File: src/rtl/id_hazard_ctrl_if.sv
// Signal bundle between decode and the hazard-control unit.
// master: the decode/pipeline side, which drives the instruction and ID/EX fields.
// slave : the hazard unit, which returns the pipeline controls and FP scoreboard view.
// Control semantics: stall freezes PC and IF/ID, idexBubble loads a bubble into
// ID/EX, and ifidFlush squashes IF/ID. All three are level signals that apply to
// the cycle in which they are asserted. There is no handshake.
interface id_hazard_ctrl_if;
  logic [4:0]  idRs;
  logic [4:0]  idRt;
  logic        idUsesRs;
  logic        idUsesRt;
  logic        idFloatSrc;
  logic [1:0]  idFpOp;
  logic [4:0]  idFpDst;
  logic [4:0]  exDstReg;
  logic        exRWrite;
  logic        exFloat;
  logic [2:0]  exWBsrc;
  logic        branchTaken;
  logic        stall;
  logic        idexBubble;
  logic        ifidFlush;
  logic        fpBusy;
  logic [4:0]  fpBusyDst;
  logic [31:0] statStallCycles;
  logic [31:0] statFlushes;

  modport master (
    output idRs, idRt, idUsesRs, idUsesRt, idFloatSrc, idFpOp, idFpDst,
           exDstReg, exRWrite, exFloat, exWBsrc, branchTaken,
    input  stall, idexBubble, ifidFlush, fpBusy, fpBusyDst,
           statStallCycles, statFlushes
  );

  modport slave (
    input  idRs, idRt, idUsesRs, idUsesRt, idFloatSrc, idFpOp, idFpDst,
           exDstReg, exRWrite, exFloat, exWBsrc, branchTaken,
    output stall, idexBubble, ifidFlush, fpBusy, fpBusyDst,
           statStallCycles, statFlushes
  );
endinterface

File: src/rtl/id_hazard_ctrl.sv
// Decode-stage hazard control: load-use detection against ID/EX, plus a
// one-entry scoreboard for the multi-cycle FP mul/div unit.
// Optional macro HAZARD_STATS_EN adds stall-cycle and flush counters. Without
// it, both stat outputs read 0 and no counter flops exist.
module id_hazard_ctrl #(
  parameter int       FP_MUL_LAT = 4,
  parameter int       FP_DIV_LAT = 12,
  parameter logic [2:0] LOAD_WBSRC = 3'd1
) (
  input logic          clk,
  input logic          rst_n,
  id_hazard_ctrl_if.slave hif
);

  // The count loaded at issue excludes the issue cycle itself.
  localparam logic [3:0] MUL_CNT = 4'(FP_MUL_LAT - 1);
  localparam logic [3:0] DIV_CNT = 4'(FP_DIV_LAT - 1);

  logic [3:0] cnt;
  logic [3:0] cntNext;
  logic [4:0] busyDst;
  logic [4:0] busyDstNext;
  logic       unitBusy;
  logic       loadHaz;
  logic       fpStruct;
  logic       fpRaw;
  logic       haz;
  logic       isMulDiv;
  logic       issue;
  logic       stallInt;
  logic       bubbleInt;
  logic       flushInt;

  // Hazard detection, evaluated from the current decode and ID/EX contents.
  always_comb begin
    unitBusy = (cnt != 4'd0);
    loadHaz  = hif.exRWrite && (hif.exWBsrc == LOAD_WBSRC) &&
               (hif.exFloat == hif.idFloatSrc) &&
               ((hif.idUsesRs && (hif.idRs == hif.exDstReg)) ||
                (hif.idUsesRt && (hif.idRt == hif.exDstReg))) &&
               (hif.idFloatSrc || (hif.exDstReg != 5'd0));
    fpStruct = unitBusy && (hif.idFpOp != 2'd0);
    fpRaw    = unitBusy && hif.idFloatSrc &&
               ((hif.idUsesRs && (hif.idRs == busyDst)) ||
                (hif.idUsesRt && (hif.idRt == busyDst)));
    haz      = loadHaz || fpStruct || fpRaw;
    isMulDiv = (hif.idFpOp == 2'd2) || (hif.idFpOp == 2'd3);
  end

  // Pipeline controls. Reset forces a flush, and a taken branch overrides any hazard.
  always_comb begin
    stallInt  = 1'b0;
    bubbleInt = 1'b0;
    flushInt  = 1'b0;
    if (!rst_n) begin
      bubbleInt = 1'b1;
      flushInt  = 1'b1;
    end else if (hif.branchTaken) begin
      bubbleInt = 1'b1;
      flushInt  = 1'b1;
    end else begin
      stallInt  = haz;
      bubbleInt = haz;
    end
    issue = rst_n && isMulDiv && !stallInt && !hif.branchTaken;
  end

  // Scoreboard next state: load on issue, otherwise count down to idle.
  always_comb begin
    cntNext     = cnt;
    busyDstNext = busyDst;
    if (issue) begin
      cntNext     = (hif.idFpOp == 2'd2) ? MUL_CNT : DIV_CNT;
      busyDstNext = hif.idFpDst;
    end else if (cnt != 4'd0) begin
      cntNext = cnt - 4'd1;
    end
  end

  // Scoreboard state register. Reset abandons any in-flight mul/div.
  always_ff @(posedge clk) begin
    if (!rst_n) begin
      cnt     <= 4'd0;
      busyDst <= 5'd0;
    end else begin
      cnt     <= cntNext;
      busyDst <= busyDstNext;
    end
  end

  assign hif.stall      = stallInt;
  assign hif.idexBubble = bubbleInt;
  assign hif.ifidFlush  = flushInt;
  assign hif.fpBusy     = rst_n && unitBusy;
  assign hif.fpBusyDst  = rst_n ? busyDst : 5'd0;

`ifdef HAZARD_STATS_EN
  logic [31:0] stallCnt;
  logic [31:0] flushCnt;

  // Free-running event counters. They wrap naturally at 32 bits.
  always_ff @(posedge clk) begin
    if (!rst_n) begin
      stallCnt <= 32'd0;
      flushCnt <= 32'd0;
    end else begin
      if (stallInt)        stallCnt <= stallCnt + 32'd1;
      if (hif.branchTaken) flushCnt <= flushCnt + 32'd1;
    end
  end

  assign hif.statStallCycles = stallCnt;
  assign hif.statFlushes     = flushCnt;
`else
  assign hif.statStallCycles = 32'd0;
  assign hif.statFlushes     = 32'd0;
`endif

endmodule

File: src/flat_wrapper.sv
// flat-port wrapper written by rule: the top's interface ports become plain ports
module id_hazard_ctrl_flat 
#(
  parameter int       FP_MUL_LAT = 4,
  parameter int       FP_DIV_LAT = 12,
  parameter logic [2:0] LOAD_WBSRC = 3'd1
)
  (clk, rst_n, hif_idRs, hif_idRt, hif_idUsesRs, hif_idUsesRt, hif_idFloatSrc, hif_idFpOp, hif_idFpDst, hif_exDstReg, hif_exRWrite, hif_exFloat, hif_exWBsrc, hif_branchTaken, hif_stall, hif_idexBubble, hif_ifidFlush, hif_fpBusy, hif_fpBusyDst, hif_statStallCycles, hif_statFlushes);
  id_hazard_ctrl_if hif_i ();
  input logic clk;
  input logic rst_n;
  input wire logic [$bits(hif_i.idRs)-1:0] hif_idRs;
  input wire logic [$bits(hif_i.idRt)-1:0] hif_idRt;
  input wire logic [$bits(hif_i.idUsesRs)-1:0] hif_idUsesRs;
  input wire logic [$bits(hif_i.idUsesRt)-1:0] hif_idUsesRt;
  input wire logic [$bits(hif_i.idFloatSrc)-1:0] hif_idFloatSrc;
  input wire logic [$bits(hif_i.idFpOp)-1:0] hif_idFpOp;
  input wire logic [$bits(hif_i.idFpDst)-1:0] hif_idFpDst;
  input wire logic [$bits(hif_i.exDstReg)-1:0] hif_exDstReg;
  input wire logic [$bits(hif_i.exRWrite)-1:0] hif_exRWrite;
  input wire logic [$bits(hif_i.exFloat)-1:0] hif_exFloat;
  input wire logic [$bits(hif_i.exWBsrc)-1:0] hif_exWBsrc;
  input wire logic [$bits(hif_i.branchTaken)-1:0] hif_branchTaken;
  output wire logic [$bits(hif_i.stall)-1:0] hif_stall;
  output wire logic [$bits(hif_i.idexBubble)-1:0] hif_idexBubble;
  output wire logic [$bits(hif_i.ifidFlush)-1:0] hif_ifidFlush;
  output wire logic [$bits(hif_i.fpBusy)-1:0] hif_fpBusy;
  output wire logic [$bits(hif_i.fpBusyDst)-1:0] hif_fpBusyDst;
  output wire logic [$bits(hif_i.statStallCycles)-1:0] hif_statStallCycles;
  output wire logic [$bits(hif_i.statFlushes)-1:0] hif_statFlushes;
  assign hif_i.idRs = hif_idRs;
  assign hif_i.idRt = hif_idRt;
  assign hif_i.idUsesRs = hif_idUsesRs;
  assign hif_i.idUsesRt = hif_idUsesRt;
  assign hif_i.idFloatSrc = hif_idFloatSrc;
  assign hif_i.idFpOp = hif_idFpOp;
  assign hif_i.idFpDst = hif_idFpDst;
  assign hif_i.exDstReg = hif_exDstReg;
  assign hif_i.exRWrite = hif_exRWrite;
  assign hif_i.exFloat = hif_exFloat;
  assign hif_i.exWBsrc = hif_exWBsrc;
  assign hif_i.branchTaken = hif_branchTaken;
  assign hif_stall = hif_i.stall;
  assign hif_idexBubble = hif_i.idexBubble;
  assign hif_ifidFlush = hif_i.ifidFlush;
  assign hif_fpBusy = hif_i.fpBusy;
  assign hif_fpBusyDst = hif_i.fpBusyDst;
  assign hif_statStallCycles = hif_i.statStallCycles;
  assign hif_statFlushes = hif_i.statFlushes;
  id_hazard_ctrl #(.FP_MUL_LAT(FP_MUL_LAT), .FP_DIV_LAT(FP_DIV_LAT), .LOAD_WBSRC(LOAD_WBSRC)) u_core (.clk(clk), .rst_n(rst_n), .hif(hif_i));
endmodule
File: config.mk
export PLATFORM = sky130hd
export DESIGN_NAME = id_hazard_ctrl_flat
export DESIGN_NICKNAME = d
export VERILOG_FILES = /design/src/rtl/id_hazard_ctrl_if.sv /design/src/rtl/id_hazard_ctrl.sv /design/src/flat_wrapper.sv
export SDC_FILE = /design/constraint.sdc
export NUM_CORES = 1
export LEC_CHECK = 0
export ABC_AREA = 0
export BUFFER_PORTS_ARGS = -buffer_cell sky130_fd_sc_hd__buf_2
export CORE_ASPECT_RATIO = 1.75
export CORE_MARGIN = 5
export CORE_UTILIZATION = 25
export CTS_BUF_LIST = sky130_fd_sc_hd__clkbuf_2
export CTS_CLUSTER_DIAMETER = 40
export CTS_CLUSTER_SIZE = 30
export DETAILED_ROUTE_END_ITERATION = 6
export PLACE_DENSITY_LB_ADDON = 0.12
export SYNTH_ARGS = -nofsm -noshare
export SYNTH_HDL_FRONTEND = slang
export SYNTH_SLANG_ARGS = --single-unit
File: constraint.sdc
create_clock -name clk -period 3.2 [get_ports clk]
set_clock_uncertainty 0.1 [all_clocks]
set_input_delay 0.16 -clock clk [delete_from_list [all_inputs] [get_ports clk]]
set_output_delay 0.16 -clock clk [all_outputs]
set_load 0.005 [all_outputs]
======== After elaboration in Yosys (flattened, before gate mapping) ========
Index checks and enable logic that the tools add are counted.
storage, ports and cells
  flip-flop bits (word level) ............. 9
  bits in latches ......................... 0
  memory bits (writable) .................. 0
  bits in read-only memories .............. 0
  bits of input ports ..................... 33
  output and inout port bits .............. 73
  logic and storage cells ................. 48
  memories ................................ 0
cells by class
  add/sub/neg operators ................... 1
  multipliers ............................. 0
  div/mod/pow operators ................... 0
  magnitude comparators ................... 0
  equal/unequal tests ..................... 8
  shifts and indexed selects .............. 0
  multiplexer cells ....................... 10
  bitwise operators ....................... 0
  reduce and logical (&&, ||, !) cells .... 27
operators with widths
  kind                                                 number
  equality test 5 bit                                  4
  logical AND 1 bit                                    15
  2-to-1 mux 4 bit                                     3
  logical OR 1 bit                                     6
  2-to-1 mux 1 bit                                     6
  2-to-1 mux 5 bit                                     1
  nonzero test 5 bit                                   1
  equality test 2 bit, second input constant           2
  nonzero test 2 bit                                   2
  nonzero test 4 bit                                   1
  subtractor 4 x 1 -> 4 bit, second input constant     1
  equality test 3 x 1 -> 1 bit, second input constant  1
  zero test 1 bit                                      2
  equality test 1 bit                                  1

======== Logic depth before layout (Yosys ltp) ========
  depth after elaboration ................. 13
  gate-level depth with buffers ........... 7
  depth with buffers taken out ............ 7

======== Worst setup path after synthesis ========
OpenSTA, ideal clock, no wires.
  path kind ............................... register to register
  start ................................... register u_core.cnt[0]
  end ..................................... register u_core.busyDst[2]
  library setup time ...................... 0.146 ns
  arrival time ............................ 1.476 ns
  required time ........................... 2.954 ns
  slack ................................... 1.478 ns
  stages on the path, launching flop included .. 8
  buffers on the path ..................... 0
  period minus slack after synthesis ...... 1.722 ns
  path through ............................ dfxtp_1 inv_1 ha_1 nor3b_2 and3_1 and3_1 a22oi_1 o311ai_0
between the ends
  cells in the longest elaborated chain, start to end .. 9
  elaborated cells on any way between the ends .. 11
  classes of those cells .................. 2 x mux; 9 x reduce/logical
ends and longest elaborated chain
  what                                                          RTL line                                    RTL
  start, declared                                               id_hazard_ctrl.sv:19                        logic [3:0] cnt;
  start signal, assigned                                        id_hazard_ctrl.sv:86                        cnt <= cntNext;
  nonzero test 4 bit (*)                                        id_hazard_ctrl.sv:36                        unitBusy = (cnt != 4'd0);
  logical AND 1 bit, on equally long branches                   id_hazard_ctrl.sv:42, id_hazard_ctrl.sv:43
  logical OR 1 bit / logical AND 1 bit (equally long branches)  id_hazard_ctrl.sv:46, id_hazard_ctrl.sv:43
  logical OR 1 bit (*)                                          id_hazard_ctrl.sv:46                        haz = loadHaz || fpStruct || fpRaw;
  2-to-1 mux 1 bit (*)                                          id_hazard_ctrl.sv:58                        end else if (hif.branchTaken) begin
  2-to-1 mux 1 bit (*)                                          id_hazard_ctrl.sv:55                        if (!rst_n) begin
  zero test 1 bit (*)                                           id_hazard_ctrl.sv:65                        issue = rst_n && isMulDiv && !stallInt && !hif.branchTaken;
  logical AND 1 bit (*) (2 in series)                           id_hazard_ctrl.sv:65
  end signal, assigned                                          id_hazard_ctrl.sv:87                        busyDst <= busyDstNext;
  end, declared                                                 id_hazard_ctrl.sv:21                        logic [4:0] busyDst;
Every way passes the cells marked *; elsewhere a longest branch is shown, timed or not.
A chain may end at the register's enable or synchronous reset.

======== Worst setup path in the final report ========
  start ................................... input port hif_exDstReg[4]
  end ..................................... output port hif_idexBubble
between the ends
  cells in the longest elaborated chain, start to end .. 9
  elaborated cells on any way between the ends .. 13
  classes of those cells .................. 2 x eq/ne; 2 x mux; 9 x reduce/logical
ends and longest elaborated chain
  what                                           RTL line                                    RTL
  start, declared                                flat_wrapper.sv:19                          input wire logic [$bits(hif_i.exDstReg)-1:0] hif_exDstReg;
  equality test 5 bit, on equally long branches  id_hazard_ctrl.sv:39, id_hazard_ctrl.sv:40
  logical AND 1 bit, on equally long branches    id_hazard_ctrl.sv:39, id_hazard_ctrl.sv:40
  logical OR 1 bit                               id_hazard_ctrl.sv:39                        ((hif.idUsesRs && (hif.idRs == hif.exDstReg)) ||
  logical AND 1 bit                              id_hazard_ctrl.sv:38                        (hif.exFloat == hif.idFloatSrc) &&
  logical AND 1 bit (*)                          id_hazard_ctrl.sv:40                        (hif.idUsesRt && (hif.idRt == hif.exDstReg))) &&
  logical OR 1 bit (*) (2 in series)             id_hazard_ctrl.sv:46
  2-to-1 mux 1 bit (*)                           id_hazard_ctrl.sv:58
  2-to-1 mux 1 bit (*)                           id_hazard_ctrl.sv:55
  end, declared                                  flat_wrapper.sv:25                          output wire logic [$bits(hif_i.idexBubble)-1:0] hif_idexBubble;
Marked as above.

==> flow_summary_export.csv <==
group,metric,value,unit
run_status,status,"completed",
power,p_switching,0.2442,mW
clock_network,cts_num_sinks,9,
sta,setup_tns,0,ns
clock_network,clkLatencyLatePin,0.25,ns
worst_setup_path,reg2reg_depth,7,
placement,hpwl,2866,µm
grt,grt_pass1_wl,4671,µm
power,p_int,0.3126,mW
yosys,syn_inst,173,
power,finalPower,0.5568,mW
hold_path,hp-start,"hif_idFpOp[0]",
power,vdd_ir_drop_max,238.3,µV
hold_path,holdPathEnd,"u_core.cnt[3]",
die,dieArea,6999,µm²
routing,drt_iter0_drc,16,
worst_setup_path,required,2.94,ns
clock_network,cts.path.max_buffers,2,
layout,synthToLayoutAreaGrowth,2.235,%
yosys,synth.distinct_cells,36,
power,p_seq_frac,0.322,
worst_setup_path,r2r_start,"u_core.cnt[0]",
routing,final_antenna_net_count,0,
placement,routabilityCongestion,0.8087,
worst_setup_path,rrSetupSlack,1.21,ns
worst_setup_path,worstReg2RegEnd,"u_core.busyDst[2]",
yosys,avgSynthCellArea,7.768,µm²
layout,drive_gt1_frac,0.2430,
yosys,synth_area_leaders,"buf_4 (36%), dfxtp_1 (13%), xor2_1 (7.8%)",
routing,dr_total_vias,1069,
worst_setup_path,start_kind,"input pin",
yosys,yosysTopAreaCell,"buf_4",
yosys,ys_ff_latch,9,
grt,first_global_vias,1042,
power,p_leak,0.7469,nW
die,core,5255,µm²
yosys,netlist_area,1344,µm²
die,ios,106,
grt,grt_use_met2,0.1581,
sta,maxSlewViolCount,0,
routing,drc,0,
clock_network,clkTransAtPathRegs,0.10,ns
routing,wl_per_cell,11.84,µm
sta,fmax,0.4462,GHz
hold_path,hold_path_depth,3,
sta,maxSlewHeadroom,0.1653,
layout,nFillCells,615,
power,p_comb_frac,0.536,
sta,hold_viol_final,0,
worst_setup_path,startpoint,"hif_exDstReg[4]",
sta,setup_violations,0,
worst_setup_path,cp_max_fo,13,
sta,max_slew.worst_pin.slew,1.252,ns
clock_network,cts_repair_resize_count,0,
clock_network,cts_tree,"done",
clock_network,cts.repair_timing.setup_buffer_count,0,
die,start_util,0.2557,
layout,layout.nets,250,
grt,top_usage_layer,"met2",
sta,min_period_over_period,0.7004,
power,pwr_density_cell,405.3,nW/µm²
yosys,yosysWarningCount,0,
job,maxCapViolCount,0,
sta,period_needed,2.241,ns
die,die_x,65.42,µm
hold_path,hold_class,"in2reg",
clock_network,cts_buffers,3,
die,die_h,107.0,µm
routing,firstDrtPassIters,4,
grt,use_met3,0.02516,
placement,portBuffers,41,
die,std_cell_rows,35,
grt,use_met1,0.08562,
power,switching_share,0.4385,
clock_network,h-tree-depth,1,
worst_setup_path,worstPathArrival,1.98,ns
layout,final_common_cell,"conb_1",
clock_network,cts-hold-fix-buffers,0,
power,clock_power_share,0.142,
clock_network,cts-root-buf,"clkbuf_2",
grt,grt_max_degree,16,
grt,grt_overflow,0,
grt,grt_usage,0.08397,
routing,viasPerCell,3.974,
yosys,ys_seq_area_frac,0.1341,
layout,final_cell_mix,"conb_1 (64), buf_2 (41), nand2_1 (19)",
layout,antenna-diode-count,0,
worst_setup_path,crit_type,"in2out",
sta,rsz0062_at_grt,"false",
yosys,synth_top_area_share,0.3575,
worst_setup_path,worstSetupEndpointType,"output pin",
routing,drt_wl_total,3185,µm
grt,antenna_found_initial,0,
[stage by stage]
stage	cell area (µm²)	hold slack [ns]	std cells	setup slack (ns)	util
CTS	1374	0.06421	269	0.9511	0.2614
floorplan	1580	0.2043	236	1.478	-
finish	1374	0.07267	269	0.9587	0.2614
global route	1374	0.06444	269	0.7779	0.2614
global placement	1354	0.3495	265	1.017	0.2576
detailed placement	1354	0.3490	265	0.9498	0.2576
[layout make-up]
type	count	area, µm²	share of cell area
Multi-Input combinational cell	152	869.6	0.6330
Timing Repair Buffer	41	205.2	0.1494
Sequential cell	9	180.2	0.1311
Tap cell	55	68.82	0.05009
Inverter	8	30.03	0.02186
Clock buffer	4	20.02	0.01457
[how the worst max path moves through the flow]
| stage | endpoint | slack (ns) |
|---|---|---|
| after CTS | hif_idexBubble | 0.95 |
| after global routing | hif_idexBubble | 0.78 |
| after detailed placement | hif_idexBubble | 0.95 |
| after floorplan | u_core.busyDst[2] | 1.48 |
| after global placement | hif_idexBubble | 1.02 |
| final | hif_idexBubble | 0.96 |
[kinds of logic after synthesis]
kind of cell    count (synthesis)  share of synthesized area
compound gates                 18                     0.1266
xor+xnor                       23                     0.1499
fa+ha+maj                       2                    0.01862
buf+inv                        75                     0.3948
flops                           9                     0.1341
other cells                     1                   0.002791
simple gates                   45                     0.1732
[critical path, stage by stage]
cell and delay (ns):
buf_2 0.12, xor2_1 0.18, nor4_1 0.08, a32oi_1 1.00, a2bb2oi_2 0.24, nand2_1 0.07
buf_2 0.13
[state kept, by name, summed over array words and instances, names as in the netlist]
name / flops
u_core.cnt: 4
u_core.busyDst: 5
[power groups by stage]
stage          clock (mW)  combinational (mW)  sequential (mW)
6_report           0.0788               0.298            0.179
5_1_grt            0.0844               0.344            0.183
4_1_cts            0.0809               0.303            0.180
3_5_place_dp            0               0.302            0.182
3_3_place_gp            0               0.302            0.182
2_1_floorplan           0               0.271            0.172
[layer usage]
layer,up-vias,routed length (µm),share of wire
met2,67,1661,0.52
met4,0,31,0.0097
met3,4,454,0.14
met5,-,0,0
li1,528,-,-
met1,470,1036,0.33
[synthesized netlist by cell type]
cell       number
conb_1          1
o221ai_1        1
and3_1          6
a32oi_1         1
o311ai_2        2
nor2b_1         2
nor2_2          1
o21ai_1         1
nor4_1          3
and2_0          1
or4_1           1
nand4_1         1
o211ai_2        1
a21oi_1         1
a2bb2oi_2       1
or3_1           1
nor3_1          1
a22oi_1         5
buf_4          64
nand2_1        19
and2_1          1
o211ai_1        1
o311ai_0        3
inv_1           8
dfxtp_1         9
nor2_1          3
a21boi_2        1
nor4bb_1        1
xnor2_1        11
nand3_1         3
nor3b_2         1
xor2_1         12
ha_1            2
clkbuf_1        1
buf_6           1
buf_2           1
Power figures use the tool's default switching activity.
